==> src/rtl/nonce_pkg.sv <==
// Shared widths and the golden-nonce back-offset used by the nonce controller.
package nonce_pkg;

  localparam int unsigned NONCE_W = 32;
  localparam int unsigned OVF_W   = 8;

  // Nonce that hasher `chan` was working on when its match strobe fired:
  // the issue counter has moved on by latency*hashers since that nonce left.
  function automatic logic [NONCE_W-1:0] golden_nonce(
    input logic [NONCE_W-1:0] base,
    input int unsigned        latency,
    input int unsigned        hashers,
    input int unsigned        chan
  );
    logic [NONCE_W-1:0] back;
    back = NONCE_W'(latency * hashers);
    return base - back + NONCE_W'(chan);
  endfunction

endpackage

==> src/rtl/golden_fifo.sv <==
// Small synchronous FIFO for golden nonces; head is presented combinationally,
// and reads as zero when empty. A push into a full FIFO is accepted only if a
// pop happens in the same cycle.
module golden_fifo #(
  parameter int unsigned WIDTH = 32,
  parameter int unsigned DEPTH = 4
) (
  input  logic             clk,
  input  logic             reset,
  input  logic             flush,
  input  logic             push,
  input  logic             pop,
  input  logic [WIDTH-1:0] wdata,
  output logic [WIDTH-1:0] rdata,
  output logic             full,
  output logic             empty
);

  localparam int unsigned PTR_W = (DEPTH > 1) ? $clog2(DEPTH) : 1;

  logic [WIDTH-1:0] mem [DEPTH];
  logic [PTR_W-1:0] wr_ptr;
  logic [PTR_W-1:0] rd_ptr;
  logic [PTR_W:0]   count;
  logic             do_push;
  logic             do_pop;

  assign full    = (count == (PTR_W + 1)'(DEPTH));
  assign empty   = (count == '0);
  assign do_pop  = pop & ~empty;
  assign do_push = push & (~full | do_pop);
  assign rdata   = empty ? '0 : mem[rd_ptr];

  // Pointer and occupancy tracking; DEPTH is a power of two so pointers wrap naturally.
  always_ff @(posedge clk) begin
    if (reset || flush) begin
      wr_ptr <= '0;
      rd_ptr <= '0;
      count  <= '0;
    end else begin
      if (do_push) wr_ptr <= wr_ptr + 1'b1;
      if (do_pop)  rd_ptr <= rd_ptr + 1'b1;
      case ({do_push, do_pop})
        2'b10:   count <= count + 1'b1;
        2'b01:   count <= count - 1'b1;
        default: count <= count;
      endcase
    end
  end

  // Storage write; contents need no reset since empty masks the head.
  always_ff @(posedge clk) begin
    if (do_push && !reset && !flush) begin
      mem[wr_ptr] <= wdata;
    end
  end

endmodule

==> src/rtl/nonce_ctrl.sv <==
// Nonce issue counter plus golden-nonce collection: per-hasher pending
// registers, a fixed-priority arbiter and an output FIFO.
module nonce_ctrl
  import nonce_pkg::*;
#(
  parameter int unsigned NUM_HASHERS  = 2,
  parameter int unsigned LOOP_LATENCY = 4,
  parameter int unsigned FIFO_DEPTH   = 4
) (
  input  logic                   clk,
  input  logic                   reset,
  input  logic                   halt,
  input  logic                   load,
  input  logic [NONCE_W-1:0]     load_nonce,
  input  logic [NUM_HASHERS-1:0] match,
  output logic [NONCE_W-1:0]     base_nonce,
  output logic                   gn_valid,
  output logic [NONCE_W-1:0]     gn_data,
  input  logic                   gn_ready,
  output logic [OVF_W-1:0]       overflow_count,
  output logic                   wrapped
);

  logic [NONCE_W-1:0]     base_q;
  logic                   wrapped_q;
  logic [NONCE_W:0]       base_sum;

  logic [NUM_HASHERS-1:0] pend_q;
  logic [NUM_HASHERS-1:0] pend_d;
  logic [NONCE_W-1:0]     pend_data_q [NUM_HASHERS];
  logic [NONCE_W-1:0]     pend_data_d [NUM_HASHERS];

  logic [OVF_W-1:0]       ovf_q;
  logic [OVF_W-1:0]       ovf_d;
  logic [OVF_W-1:0]       drop_cnt;
  logic [OVF_W:0]         ovf_sum;

  logic [NUM_HASHERS-1:0] grant;
  logic                   found;
  logic [NUM_HASHERS-1:0] drain;
  logic [NONCE_W-1:0]     push_data;
  logic                   push_en;
  logic                   pop;
  logic                   fifo_full;
  logic                   fifo_empty;

  assign base_nonce     = base_q;
  assign wrapped        = wrapped_q;
  assign overflow_count = ovf_q;
  assign gn_valid       = ~fifo_empty;
  assign pop            = gn_valid & gn_ready;

  // 33-bit add exposes the carry that signals a wrap past 2^32.
  assign base_sum = {1'b0, base_q} + (NONCE_W + 1)'(NUM_HASHERS);

  // Issue counter: reset, then load, then advance unless halted.
  always_ff @(posedge clk) begin
    if (reset) begin
      base_q    <= '0;
      wrapped_q <= 1'b0;
    end else if (load) begin
      base_q    <= load_nonce;
      wrapped_q <= 1'b0;
    end else if (!halt) begin
      base_q    <= base_sum[NONCE_W-1:0];
      wrapped_q <= base_sum[NONCE_W];
    end else begin
      wrapped_q <= 1'b0;
    end
  end

  // Find-first-set arbiter over pending channels, lowest index wins.
  always_comb begin
    grant = '0;
    found = 1'b0;
    for (int k = 0; k < int'(NUM_HASHERS); k++) begin
      if (pend_q[k] && !found) begin
        grant[k] = 1'b1;
        found    = 1'b1;
      end
    end
  end

  // Grant is one-hot, so OR-ing the gated data selects the winner.
  always_comb begin
    push_data = '0;
    for (int k = 0; k < int'(NUM_HASHERS); k++) begin
      if (grant[k]) push_data = push_data | pend_data_q[k];
    end
  end

  // Load flushes the FIFO in the same edge, so nothing may be pushed then.
  assign push_en = found & (~fifo_full | pop) & ~load;
  assign drain   = push_en ? grant : '0;

  // Pending capture, drain and drop accounting.
  always_comb begin
    pend_d      = pend_q;
    pend_data_d = pend_data_q;
    drop_cnt    = '0;
    for (int k = 0; k < int'(NUM_HASHERS); k++) begin
      if (drain[k]) pend_d[k] = 1'b0;
      if (match[k]) begin
        if (pend_q[k] && !drain[k]) begin
          drop_cnt = drop_cnt + OVF_W'(1);
        end else begin
          pend_d[k]      = 1'b1;
          pend_data_d[k] = golden_nonce(base_q, LOOP_LATENCY, NUM_HASHERS, k);
        end
      end
    end
    if (load) begin
      pend_d   = '0;
      drop_cnt = '0;
    end
  end

  // Saturating drop counter.
  always_comb begin
    ovf_sum = {1'b0, ovf_q} + {1'b0, drop_cnt};
    ovf_d   = ovf_sum[OVF_W] ? '1 : ovf_sum[OVF_W-1:0];
  end

  // Pending channel state and overflow count.
  always_ff @(posedge clk) begin
    if (reset) begin
      pend_q <= '0;
      ovf_q  <= '0;
      for (int k = 0; k < int'(NUM_HASHERS); k++) pend_data_q[k] <= '0;
    end else begin
      pend_q      <= pend_d;
      ovf_q       <= ovf_d;
      pend_data_q <= pend_data_d;
    end
  end

  golden_fifo #(
    .WIDTH (NONCE_W),
    .DEPTH (FIFO_DEPTH)
  ) u_fifo (
    .clk   (clk),
    .reset (reset),
    .flush (load),
    .push  (push_en),
    .pop   (pop),
    .wdata (push_data),
    .rdata (gn_data),
    .full  (fifo_full),
    .empty (fifo_empty)
  );

endmodule
==> config.mk <==
export PLATFORM = sky130hd
export DESIGN_NAME = nonce_ctrl
export DESIGN_NICKNAME = d
export VERILOG_FILES = /design/src/rtl/nonce_pkg.sv /design/src/rtl/golden_fifo.sv /design/src/rtl/nonce_ctrl.sv
export SDC_FILE = /design/constraint.sdc
export NUM_CORES = 1
export LEC_CHECK = 0
export ABC_AREA = 1
export BUFFER_PORTS_ARGS = -buffer_cell sky130_fd_sc_hd__buf_2
export CORE_ASPECT_RATIO = 0.75
export CORE_MARGIN = 10
export CORE_UTILIZATION = 48
export CTS_CLUSTER_DIAMETER = 30
export DETAILED_ROUTE_END_ITERATION = 16
export PLACE_DENSITY = 0.67
export SLEW_MARGIN = 20
export SYNTH_ARGS = -nofsm -noshare
export SYNTH_HDL_FRONTEND = slang
export SYNTH_SLANG_ARGS = --single-unit
==> constraint.sdc <==
create_clock -name clk -period 6.6 [get_ports clk]
set_input_delay 0.99 -clock clk [delete_from_list [all_inputs] [get_ports clk]]
set_output_delay 0.99 -clock clk [all_outputs]
set_load 0.01 [all_outputs]
==> results.yml, run 1 <==
routing:
  drcViolationCount: 0
  drtIter0Drc: 1005
  vias: 10900
  ant_nets: 0
  viasPerCell: 5.40
  firstDrtPassIters: 6
  detail_route.wirelength_mm: 34.6
  avgRoutedWirePerCell_um: 17.1
global_routing:
  grt_use_total: 0.209
  grt_pass1_vias: 10400
  grt_pass1_wl_mm: 55.9
  grt_overflow: 0
  antenna_found_initial: 0
  grt_max_degree: 71
clock_network:
  cts_tree: "done"
  cts_root_buf: "clkbuf_16"
  clock_sinks: 244
  numCtsBuffers: 42
  h-tree-depth: 2
  post_cts_buffers: 0
  insertion_delay_ns: 0.53
  ctsResizeCount: 0
  cts_hold_buf: 0
  clk_path_buf_depth: 3
  clk_pin_slew_ns: 0.05
critical_path:
  cp_max_fo: 32
  rr_endpoint: "overflow_count[2]"
  slowest_stage: "buf_2"
  cp_common_cell: "nor2_1"
  startpoint: "load"
  cp.required_ns: 7.04
  reg2reg_slack_ns: 2.70
  crit_path_start_kind: "input pin"
  critPathCaptureType: "register"
  r2r-start: "pend_q[0]"
  worst_ep_arrival_time_ns: 4.51
  cp-endpoint: "overflow_count[2]"
  path_class: "input pin to register"
  critPathMaxStageDelay_ns: 0.48
  reg2reg_depth: 19
  path_cells: "buf_2 > nor2_1 > a21boi_0 > ha_1 > nor2_1 > nor2_1 > ha_1 > inv_1 > fa_1 > nor2_1 > inv_1 > nor3b_1 > nand2_1 > nor2_1 > inv_1 > a21oi_1"
cells_and_area:
  num-fill-cells: 2333
  multiInputGateArea_um2: 5410
  area_delta_synth_final_pct: 17.9
  final_cell_mix: "312 x nand2_1, 248 x nor2_1, 163 x o21ai_0, 128 x edfxtp_1, 115 x dfxtp_1"
  stdcell_count: 2024
  nNetsFinal: 1708
  post-route-util: 0.579
  drive_gt1_frac: 0.156
  seq_area_um2: 6170
  diodes: 0
  final_common_cell: "nand2_1"
sta:
  worst_pin_slew_ns: 0.935
  setup_viol: 0
  post-route-min-period_ns: 4.07
  finClkSkew_ns: 0.0256
  rsz0062_at_grt: "no"
  max_freq_mhz: 246
  hold_violations: 0
  slew_headroom: 0.376
  setup_tns_ns: 0
  finalCritPeriodShare: 0.617
  slew_violations: 0
synth:
  ys_ff_latch: 244
  syn_nets: 1614
  ys_warn_count: 0
  syn_area_per_cell_um2: 7.91
  synth_sequential_area_ratio: 0.499
  synth_area_um2: 12300
  syn_inst: 1560
  ys_types: 41
power:
  p_comb_frac: 0.093
  power.share.sequential: 0.398
  clockPowerShare: 0.509
  peakVddDrop_uv: 136
  internal-power_w: 0.00316
  leakagePower_nw: 5.96
  p_switching_w: 0.00110
  powerDensity_nw_per_um2: 292
  switching_share: 0.257
placement:
  portBuffers: 112
  place_inst: 1948
  gp_congestion: 0.899
  dpl.hpwl_mm: 23.6
die:
  coreArea_um2: 25100
  dieWidth_um: 205
  num_io_pins: 113
  num_rows: 50
  initial_utilization: 0.491
  dieArea_um2: 32600
  fp.dieH_um: 159
flow_run:
  max-cap-violations: 0
status:
  outcome: "complete, no violations"
min_path:
  hold_class: "register to register"
[state kept, by name (all words and copies together) (netlist names), named ones only]
register        flops
wrapped             1
u_fifo.rd_ptr       2
u_fifo.mem        128
base_nonce         32
pend_q              2
u_fifo.wr_ptr       2
overflow_count      8
u_fifo.count        3
pend_data_q        64
[synth_stat cells]
library cell / number / area [µm²]
nand2_1: 312 / 1170
nor2_1: 254 / 953
o21ai_0: 163 / 816
edfxtp_1: 128 / 3840
dfxtp_1: 116 / 2320
inv_1: 114 / 428
a21oi_1: 113 / 566
nand3_1: 91 / 455
clkbuf_1: 55 / 206
xor2_1: 32 / 280
nand4_1: 28 / 175
a31oi_1: 26 / 163
nor2_2: 25 / 156
ha_1: 13 / 163
nor3_1: 11 / 55.1
buf_2: 10 / 50.1
nand2_2: 9 / 56.3
buf_1: 8 / 30.0
nor2_4: 6 / 67.6
o211ai_1: 6 / 45.0
inv_2: 5 / 18.8
xnor2_1: 5 / 43.8
nand3_2: 3 / 30.0
nor4_1: 3 / 18.8
buf_4: 2 / 15.0
buf_6: 2 / 22.5
clkinv_1: 2 / 7.51
fa_1: 2 / 40.0
nor3_2: 2 / 20.0
nor3b_1: 2 / 15.0
o21ai_1: 2 / 10.0
a21boi_0: 1 / 7.51
a21oi_2: 1 / 8.76
a31o_2: 1 / 8.76
buf_8: 1 / 15.0
nand2_4: 1 / 11.3
nor2_8: 1 / 20.0
o21ai_2: 1 / 8.76
o21bai_1: 1 / 7.51
o22ai_1: 1 / 6.26
o311ai_0: 1 / 8.76
[how the worst min path moves through the flow]
stage                          start          endpoint  slack [ns]  cells after the start
floorplan             pend_data_q[3]    pend_data_q[3]        0.42                      2
global placement     pend_data_q[40]   pend_data_q[40]        0.44                      2
detailed placement   pend_data_q[40]   pend_data_q[40]        0.45                      2
CTS                 u_fifo.rd_ptr[1]  u_fifo.rd_ptr[1]        0.48                      2
global route          pend_data_q[3]    pend_data_q[3]        0.51                      2
finish              u_fifo.rd_ptr[1]  u_fifo.rd_ptr[1]        0.47                      2
[power by group through the flow]
stage | combinational, W | clock (W) | sequential (W)
final | 0.000395 | 0.00217 | 0.00170
after detailed placement | 0.000390 | 0 | 0.00172
after global routing | 0.000446 | 0.00227 | 0.00170
after floorplan | 0.000278 | 0 | 0.00171
after global placement | 0.000384 | 0 | 0.00172
after CTS | 0.000393 | 0.00220 | 0.00169
[routing by layer]
layer  vias to the layer above  wire (µm)  track usage
li1                       5423          -            -
met1                      5124      16200        0.297
met2                       330      15500        0.326
met3                        57       2270       0.0335
met4                         0        663       0.0493
met5                         -          0            0
[per-stage QoR]
stage	hold WS [ns]	power, W	worst slack [ns]	instance area (µm²)
after floorplan	0.425	0.00199	3.15	12300
after global placement	0.440	0.00211	2.17	13100
after detailed placement	0.452	0.00211	2.10	13100
after CTS	0.478	0.00428	2.62	14600
after global routing	0.508	0.00442	2.28	14600
final	0.475	0.00426	2.53	14600
[critical path: cells and delay by family]
family	cells	cell delay, ns
and+or+nand+nor	7	1.43
adders and majority gates	3	0.83
buffers and inverters	4	0.73
AOI/OAI and AO/OA	2	0.52
[kinds of logic after synthesis]
group / Yosys count / synth area share
compound gates: 317 / 0.134
simple gates: 748 / 0.260
flops: 244 / 0.499
fa+ha+maj: 15 / 0.0164
xor+xnor: 37 / 0.0262
buf+inv: 199 / 0.0642
[cell type report]
type                       instances  area share
sequential                       244       0.424
multi-input combinational       1117       0.372
clock buffer                      50      0.0778
timing repair buffer             128      0.0468
inverter                         121      0.0312
tap                              338      0.0291
clock inverter                    26      0.0199
Power figures use the tool's default switching activity.
==> run 2: changes to the inputs <==
clock period = 4.1 ns   (was 6.6 ns; I/O delays follow)
==> results.yml, run 2 (same netlist as run 1, synthesis figures left out) <==
die:
  dieWidth_um: 205
  initial_utilization: 0.491
  dieArea_um2: 32600
  num_io_pins: 113
  num_rows: 50
  fp.dieH_um: 159
  coreArea_um2: 25100
placement:
  dpl.hpwl_mm: 23.6
  gp_congestion: 0.906
  portBuffers: 112
clock_network:
  post_cts_buffers: 0
  ctsResizeCount: 0
  numCtsBuffers: 43
  cts_root_buf: "clkbuf_16"
  insertion_delay_ns: 0.54
  clk_path_buf_depth: 3
  clk_pin_slew_ns: 0.05
  cts_hold_buf: 0
  cts_tree: "done"
  h-tree-depth: 2
  clock_sinks: 244
routing:
  top_layer: "met4"
  firstDrtPassIters: 5
  met2_length_mm: 15.7
  met3_length_mm: 2.84
  drt-met1-wl_mm: 15.8
  ant_nets: 0
  viasPerCell: 5.49
  drtIter0Drc: 954
  avgRoutedWirePerCell_um: 17.2
  drcViolationCount: 0
  vias: 11200
  detail_route.wirelength_mm: 35.0
sta:
  max_freq_mhz: 290
  hold_violations: 0
  slew_headroom: 0.440
  setup_tns_ns: 0
  setup_viol: 0
  rsz0062_at_grt: "no"
  finClkSkew_ns: 0.0263
  worst_pin_slew_ns: 0.840
  post-route-min-period_ns: 3.45
  finalCritPeriodShare: 0.840
  slew_violations: 0
power:
  leakagePower_nw: 6.00
  design_power_total_w: 0.00692
  peakVddDrop_uv: 346
  powerDensity_nw_per_um2: 473
critical_path:
  startpoint: "u_fifo.count[0]"
  slowest_stage: "a21boi_0"
  cp_common_cell: "nor2_1"
  path_cells: "nor2_1 > nand3_1 > o21ai_1 > nor2_1 > a21boi_0 > ha_1 > nor2_1 > nor2_1 > buf_4 > ha_1 > inv_1 > fa_1 > nor2_1 > inv_1 > nor3b_1 > nand2_1 > nor2_1 > inv_1 > a21oi_1"
  critPathMaxStageDelay_ns: 0.39
  r2r-start: "u_fifo.count[0]"
  worst_ep_arrival_time_ns: 3.90
  path_class: "register to register"
  reg2reg_slack_ns: 0.65
  cp.required_ns: 4.55
  critPathCaptureType: "register"
  rr_endpoint: "overflow_count[2]"
  cp_max_fo: 5
  crit_path_start_kind: "register"
  reg2reg_depth: 19
cells_and_area:
  final_cell_mix: "312 x nand2_1, 248 x nor2_1, 163 x o21ai_0, 128 x edfxtp_1, 115 x dfxtp_1"
  area_delta_synth_final_pct: 18.5
  drive_gt1_frac: 0.160
  nNetsFinal: 1714
  registers.top_by_ff_count: "u_fifo.mem"
  post-route-util: 0.582
  largest_reg_flops: 128
  num-fill-cells: 2292
  final_common_cell: "nand2_1"
min_path:
  hold_class: "input pin to register"
  hold_path_depth: 3
  min_to: "base_nonce[0]"
  hold_start: "load_nonce[0]"
global_routing:
  grt_pass1_wl_mm: 55.8
  grt_overflow: 0
  grt_use_total: 0.209
  antenna_found_initial: 0
  grt_pass1_vias: 10400
  grt_max_degree: 71
flow_run:
  max-cap-violations: 0
status:
  outcome: "complete, no violations"
## run 2: how the worst max path moves through the flow
stage | end | slack (ns) | depth (start not counted)
after floorplan | u_fifo.mem[0][0] | 1.02 | 5
after global placement | overflow_count[1] | 0.47 | 20
after detailed placement | overflow_count[2] | 0.34 | 20
after CTS | overflow_count[1] | 0.66 | 19
after global routing | overflow_count[2] | 0.25 | 19
final | overflow_count[2] | 0.65 | 19
## run 2: critical path, delay by kind of cell, from the launching register on
kind	cells	cell delay (ns)
adder cells (fa/ha/maj)	3	0.74
buffers and inverters	4	0.40
AO/OA/AOI/OAI	3	0.65
flip-flops	1	0.31
AND/OR/NAND/NOR	9	1.29
## run 2: area by class of cell
type,count,area [µm²],area share
Antenna cell,1,2.50,0.000171
Clock buffer,53,1190,0.0816
Clock inverter,27,269,0.0184
Inverter,121,454,0.0310
Multi-Input combinational cell,1117,5410,0.369
Sequential cell,244,6170,0.421
Tap cell,338,423,0.0289
Timing Repair Buffer,133,718,0.0491
## run 2: metrics by stage
stage / cell area [µm²] / instances / worst slack (ns) / hold WS [ns]
finish: 14600 / 2034 / 0.654 / 0.341
global route: 14600 / 2033 / 0.251 / 0.353
CTS: 14600 / 2033 / 0.662 / 0.329
detailed placement: 13200 / 1953 / 0.341 / 0.446
global placement: 13200 / 1953 / 0.470 / 0.443
floorplan: 12300 / 1560 / 1.02 / 0.425
## run 2: routing by layer
| layer | GRT usage | vias to the layer above |
|---|---|---|
| met5 | 0 | - |
| met4 | 0.0500 | 0 |
| met3 | 0.0475 | 50 |
| met2 | 0.321 | 380 |
| met1 | 0.292 | 5281 |
| li1 | - | 5447 |
## run 2: where the power goes
group          internal (W)  total, W  switching [W]
clock               0.00228   0.00355        0.00127
combinational      0.000189  0.000641       0.000452
sequential          0.00265   0.00273      0.0000771
total               0.00512   0.00692        0.00180
==> run 3: changes to the inputs <==
clock period = 3.6 ns   (was 4.1 ns; I/O delays follow)
==> results.yml, run 3 (same netlist as run 1, synthesis figures left out) <==
status:
  outcome: "complete, no violations"
sta:
  slew_violations: 0
  rsz0062_at_grt: "no"
  setup_tns_ns: 0
  post-route-min-period_ns: 3.19
  hold_violations: 0
  setup_viol: 0
  max_freq_mhz: 314
  finalCritPeriodShare: 0.885
  finClkSkew_ns: 0.0151
  slew_headroom: 0.270
  worst_pin_slew_ns: 1.09
clock_network:
  clock_sinks: 244
  numCtsBuffers: 43
  cts_root_buf: "clkbuf_16"
  clk_pin_slew_ns: 0.04
  h-tree-depth: 2
  clk_path_buf_depth: 3
  cts_hold_buf: 0
  cts_tree: "done"
  post_cts_buffers: 0
  insertion_delay_ns: 0.53
cells_and_area:
  registers.top_by_ff_count: "u_fifo.mem"
  largest_reg_flops: 128
  final_cell_mix: "312 x nand2_1, 247 x nor2_1, 163 x o21ai_0, 128 x edfxtp_1, 115 x dfxtp_1"
  final_common_cell: "nand2_1"
  nNetsFinal: 1721
  drive_gt1_frac: 0.162
  num-fill-cells: 2311
  diodes: 0
  area_delta_synth_final_pct: 19.0
  design_area_um2: 14700
power:
  peakVddDrop_uv: 297
  powerDensity_nw_per_um2: 537
  leakagePower_nw: 6.04
critical_path:
  worst_ep_arrival_time_ns: 3.64
  critPathCaptureType: "register"
  cp.required_ns: 4.05
  path_class: "register to register"
  cp_max_fo: 5
  crit_path_start_kind: "register"
min_path:
  hold_class: "input pin to register"
die:
  fp.dieH_um: 159
  num_rows: 50
  dieArea_um2: 32600
  num_io_pins: 113
  initial_utilization: 0.491
  coreArea_um2: 25100
  dieWidth_um: 205
routing:
  vias: 11100
  viasPerCell: 5.43
  avgRoutedWirePerCell_um: 17.1
  drcViolationCount: 0
  detail_route.wirelength_mm: 34.8
  ant_nets: 0
  firstDrtPassIters: 8
  drtIter0Drc: 839
global_routing:
  antenna_found_initial: 0
  grt_pass1_vias: 10400
  grt_max_degree: 71
  grt_use_total: 0.207
  grt_pass1_wl_mm: 55.4
  grt_overflow: 0
placement:
  gp_congestion: 0.906
  place_area_um2: 13200
  dpl.hpwl_mm: 23.8
  portBuffers: 112
flow_run:
  max-cap-violations: 0
## run 3: cell types whose count changed in the layout (fill, tap and decap cells not counted), moves of 2 or more
cell and change:
buf_4 +6, bufinv_16 +2, clkbuf_1 +2, clkbuf_8 -3, clkinv_2 +3, inv_6 -5
## run 3: area by class of cell
type	count	area [µm²]	share of cell area
clock inverter	26	297	0.0202
sequential	244	6170	0.420
multi-input combinational	1117	5410	0.368
inverter	121	454	0.0309
tap	338	423	0.0288
timing repair buffer	140	783	0.0533
clock buffer	52	1160	0.0790
## run 3: critical path: stages (launching register included)
cell     delay [ns]
dfxtp_1        0.34
nor2_1         0.07
nand3_1        0.07
o21ai_1        0.09
nor2_1         0.19
inv_2          0.05
nand2_1        0.09
nor2_1         0.06
ha_1           0.27
nor2_1         0.04
nor2_1         0.10
buf_4          0.16
ha_1           0.17
inv_1          0.05
fa_1           0.38
nor2_1         0.15
inv_1          0.07
nor3b_1        0.25
nand2_1        0.10
nor2_2         0.18
inv_1          0.08
a21oi_1        0.13
## run 3: power by group
part,switching [W],leakage [nW],internal [W]
clock,0.00139,0.705,0.00266
combinational,0.000515,3.19,0.000219
sequential,0.0000874,2.14,0.00302
## run 3: routing by layer
metal	vias to the layer above	GRT usage	wire, µm
li1	5436	-	-
met1	5269	0.292	16300
met2	319	0.314	15500
met3	44	0.0433	2490
met4	0	0.0524	535
met5	-	0	0
## run 3: through the flow
step	util	power [W]	instances	hold slack (ns)	setup WS (ns)
finish	0.584	0.00789	2038	0.243	0.415
floorplan	-	0.00364	1560	0.425	0.599
detailed placement	0.526	0.00389	1960	0.444	0.107
CTS	0.584	0.00794	2038	0.235	0.358
global placement	0.526	0.00387	1960	0.439	0.182
global route	0.584	0.00818	2038	0.258	0.0443
## run 3: final timing paths
| path | slack [ns] | from | endpoint | depth (start not counted) |
|---|---|---|---|---|
| min reg2reg | 0.45 | pend_data_q[3] | pend_data_q[3] | 2 |
| min | 0.24 | load_nonce[0] | base_nonce[0] | 3 |
| max | 0.41 | u_fifo.count[1] | overflow_count[2] | 21 |
| max reg2reg | 0.41 | u_fifo.count[1] | overflow_count[2] | 21 |
## run 3: what timing repair did
action	4_1_cts	5_1_grt
hold endpoints to repair	0	0
gates resized for setup	0	1
endpoints found under the setup margin	0	2
